**src/rtl/sum_accumulator.sv**
```systemverilog
// sum_accumulator: adds each beat of an operand packet into a running sum
// through a ripple-carry adder and presents the sum, a sticky overflow flag
// and the beat count on a valid/ready result handshake.
// Optional feature macro: SUM_ACCUMULATOR_SATURATE_EN (clamp the sum to
// all-ones on carry out instead of wrapping).
module sum_accumulator #(
  parameter int SIZE  = 8,
  parameter int CNT_W = 4
) (
  input  logic             clk,
  input  logic             rst_n,
  input  logic             in_valid,
  output logic             in_ready,
  input  logic [SIZE-1:0]  in_data,
  input  logic             in_last,
  output logic             out_valid,
  input  logic             out_ready,
  output logic [SIZE-1:0]  out_sum,
  output logic             out_ovf,
  output logic [CNT_W-1:0] out_count
);

  typedef enum logic {
    ACCUM = 1'b0,
    DONE  = 1'b1
  } state_t;

  state_t           state_q, state_d;
  logic [SIZE-1:0]  acc_q, acc_d;
  logic             ovf_q, ovf_d;
  logic [CNT_W-1:0] cnt_q, cnt_d;

  logic [SIZE-1:0]  rawSum;
  logic             carryOut;
  logic             beatFire;
  logic             resultFire;

  // Ripple-carry adder: acc + in_data with carry-in 0, bit by bit.
  always_comb begin
    logic ripple;
    rawSum = '0;
    ripple = 1'b0;
    for (int i = 0; i < SIZE; i++) begin
      rawSum[i] = acc_q[i] ^ in_data[i] ^ ripple;
      ripple    = (acc_q[i] & in_data[i]) | (ripple & (acc_q[i] ^ in_data[i]));
    end
    carryOut = ripple;
  end

  assign beatFire   = in_valid  & (state_q == ACCUM);
  assign resultFire = out_ready & (state_q == DONE);

  // Next-state logic: accumulate beats in ACCUM, hold the result in DONE.
  always_comb begin
    state_d = state_q;
    acc_d   = acc_q;
    ovf_d   = ovf_q;
    cnt_d   = cnt_q;
    if (beatFire) begin
`ifdef SUM_ACCUMULATOR_SATURATE_EN
      acc_d = carryOut ? {SIZE{1'b1}} : rawSum;
`else
      acc_d = rawSum;
`endif
      ovf_d = ovf_q | carryOut;
      cnt_d = (cnt_q == {CNT_W{1'b1}}) ? cnt_q : cnt_q + CNT_W'(1);
      if (in_last) begin
        state_d = DONE;
      end
    end else if (resultFire) begin
      acc_d   = '0;
      ovf_d   = 1'b0;
      cnt_d   = '0;
      state_d = ACCUM;
    end
  end

  // State and datapath registers with synchronous active-low reset.
  always_ff @(posedge clk) begin
    if (!rst_n) begin
      state_q <= ACCUM;
      acc_q   <= '0;
      ovf_q   <= 1'b0;
      cnt_q   <= '0;
    end else begin
      state_q <= state_d;
      acc_q   <= acc_d;
      ovf_q   <= ovf_d;
      cnt_q   <= cnt_d;
    end
  end

  assign in_ready  = (state_q == ACCUM);
  assign out_valid = (state_q == DONE);
  assign out_sum   = acc_q;
  assign out_ovf   = ovf_q;
  assign out_count = cnt_q;

endmodule

```
**config.mk**
```make
export PLATFORM = sky130hd
export DESIGN_NAME = sum_accumulator
export DESIGN_NICKNAME = d
export VERILOG_FILES = /design/src/rtl/sum_accumulator.sv
export SDC_FILE = /design/constraint.sdc
export NUM_CORES = 1
export LEC_CHECK = 0
export CORE_MARGIN = 8
export CORE_UTILIZATION = 40
export DETAILED_ROUTE_END_ITERATION = 8
export GPL_TIMING_DRIVEN = 0
export PLACE_DENSITY = 0.74
export SETUP_SLACK_MARGIN = 0.1
export SLEW_MARGIN = 25
export SYNTH_ARGS = -nofsm -noshare
export SYNTH_HDL_FRONTEND = slang
export SYNTH_SLANG_ARGS = --single-unit
export TNS_END_PERCENT = 1
```
**constraint.sdc**
```tcl
create_clock -name clk -period 4.1 [get_ports clk]
set_input_delay 0.82 -clock clk [delete_from_list [all_inputs] [get_ports clk]]
set_output_delay 0.82 -clock clk [all_outputs]
set_load 0.005 [all_outputs]
```
==> results.tsv <==
stage	metric	value	unit
timing	report.final.setup_viol	0	
floorplanning	start_util	43.18	%
detailed_routing	postRouteWirelength	1988	um
detailed_routing	routed-via-count	738	
clock_network	h-tree-depth	1	
grt	grt_usage	10.94	%
timing	period_share	93.95	%
grt	overflow	0	
clock_network	hold_buffers	0	
power	p_leak	0.4718	nW
clock_network	cts_tree	yes	
clock_network	post_cts_buffers	0	
grt	antenna_found_initial	0	
detailed_routing	detail_route.wl_per_cell	13.71	um
detailed_routing	drtPass1Iterations	4	
clock_network	clkLatencyLatePin	0.27	ns
timing	worst_pin_slew	0.3053	ns
critical_path	critPathArrivalTime	4.02	ns
synth	synth.ff_latch_count	14	
detailed_routing	initialDrtViolationCount	10	
detailed_routing	ant_nets	0	
placement	placedInstanceArea	0.001160	mm2
flow_run	cap_violations	0	
power	peakVddDrop	185.0	uV
detailed_routing	vias_per_cell	5.090	
clock_network	clock_sinks	14	
run_status	status	complete, no violations	
floorplanning	die_width	62.26	um
synth	synth_warnings	0	
synth	synth_area	855.8	um2
timing	finalHoldViolCount	0	
clock_network	numCtsBuffers	3	
floorplanning	core	0.001982	mm2
synth	syn_nets	110	
timing	max_freq	259.6	MHz
final_layout	final_net_count	142	
timing	slew_violations	0	
grt	grt_pass1_vias	780	
critical_path	worstSetupEndpointType	flip-flop	
grt	grt_pass1_wl	3519	um
timing	rsz0062_at_grt	no	
placement	place_congestion	0.7713	
floorplanning	dieArea	0.003876	mm2
placement	hpwl	1498	um
critical_path	crit_fanout	1	
timing	max_slew_margin	79.52	%
critical_path	required	4.27	ns
clock_network	clk_pin_slew	0.09	ns
timing	fin_skew	0.001608	ns
grt	grt_max_degree	11	
floorplanning	ioPinCount	28	
clock_network	cts_max_path_buffers	2	
synth	ys_types	28	
power	finalPower	0.0003674	W
clock_network	cts-root-buf	clkbuf_4	
power	p_per_area	304.3	mW/mm2
final_layout	layout-drive-gt1-share	15.25	%
synth	syn_inst	88	
floorplanning	row_count	16	
critical_path	startpoint_type	input port	
final_layout	syn2layout_area_growth	41.08	%
synth	postSynthAreaPerCell	9.725	um2
critical_path	crit_type	input port to flip-flop	
timing	min_period	3.852	ns
synth	seq_area_frac_synth	32.75	%
final_layout	antennaDiodeCount	0	
min_path	hp-class	flip-flop to flip-flop	
placement	io_buffers	27	
detailed_routing	drc	0	
floorplanning	die_h	62.26	um
final_layout	finalInstanceArea	0.001207	mm2
-- worst max-delay path: stages --
cell	delay, ns
clkbuf_2	0.10
ha_4	0.16
fa_2	0.39
fa_2	0.39
inv_2	0.07
fa_2	0.20
inv_2	0.04
fa_2	0.38
fa_2	0.36
fa_2	0.40
fa_1	0.47
a22oi_1	0.19
nor2_1	0.06
-- what timing repair did --
item                                    in CTS  in global routing
resized for setup                            5                  8
pin swaps                                    1                  9
endpoints found under the setup margin       2                  2
-- state kept, by name (all words and copies together), names as in the netlist --
| register | flops |
|---|---|
| out_sum | 8 |
| out_count | 4 |
| out_ovf | 1 |
| out_valid | 1 |
-- synthesized netlist by cell type --
master / n / area share (%)
fa_1: 7 / 16
mux2i_1: 9 / 11
nor3_1: 1 / 0.58
buf_2: 2 / 1.2
ha_1: 2 / 2.9
a41oi_1: 1 / 1.0
nand2b_1: 1 / 0.73
nor2b_4: 1 / 1.6
a311oi_1: 1 / 1.0
a22oi_1: 2 / 1.8
nand3_1: 4 / 2.3
clkinv_1: 1 / 0.44
o22a_1: 6 / 6.1
and2_1: 1 / 0.73
o211a_1: 1 / 1.2
buf_6: 1 / 1.3
nand3b_1: 1 / 0.88
inv_1: 6 / 2.6
nor2_1: 10 / 4.4
a2bb2oi_1: 1 / 1.0
dfxtp_1: 14 / 33
buf_4: 1 / 0.88
a21oi_1: 1 / 0.58
nand2_1: 9 / 3.9
o21a_1: 1 / 0.88
o22ai_1: 1 / 0.73
o21ai_0: 1 / 0.58
a211oi_1: 1 / 0.88
-- layout by cell type, fill, tap and decap left out, types with 2 or more instances in the layout --
cell,instances
clkdlybuf4s50_1,25
dfxtp_1,14
nor2_1,10
nand2_1,9
mux2i_1,9
o22a_1,6
fa_2,6
inv_1,4
nand3_1,4
clkbuf_4,3
inv_2,2
buf_2,2
a22oi_1,2
-- cell type report --
cell class	count	area [um2]
fill	182	774.5
multi-input combinational	63	548.0
sequential	14	280.3
timing repair buffer	27	267.8
tap	27	33.78
buffer	4	28.78
inverter	7	26.28
clock buffer	3	22.52
-- stage by stage --
step	worst slack, ns	TNS (ns)	util [%]	cells	hold slack [ns]
floorplan	0.2347	0	-	88	0.5025
global placement	-0.3227	-0.5947	58.52	142	0.4948
detailed placement	-0.3359	-0.6491	58.52	142	0.5029
CTS	0.1161	0	60.29	145	0.5238
global route	0.1034	0	60.92	145	0.5936
finish	0.2480	0	60.92	145	0.5202
-- report_power, final --
group,leakage (nW),switching (W),internal (W)
Clock,0.0138,0.0000454,0.0000340
Combinational,0.343,0.0000484,0.0000744
Sequential,0.115,0.0000158,0.000149
Total,0.472,0.000110,0.000258
-- path summary, 6_finish.rpt --
check	startpoint	slack [ns]	depth (start not counted)	endpoint
worst max register to register	out_sum[0]	0.52	12	out_sum[7]
worst min-delay path	out_ovf	0.52	2	out_ovf
worst min register to register	out_ovf	0.52	2	out_ovf
worst max-delay path	in_data[0]	0.25	13	out_sum[7]
-- metal layers --
layer	wire length, um	vias up	global-route usage [%]
met2	972	19	17.59
met1	912	348	13.22
li1	-	369	-
met4	13	0	4.558
met3	89	2	3.226
met5	0	-	0
-- logic make-up after synthesis --
family,synth area share (%)
simple gates,15.21
compound gates,15.79
flops,32.75
buf+inv,6.432
mux,10.53
fa+ha+maj,19.30
Note: power is estimated with default switching activity, not from simulation.
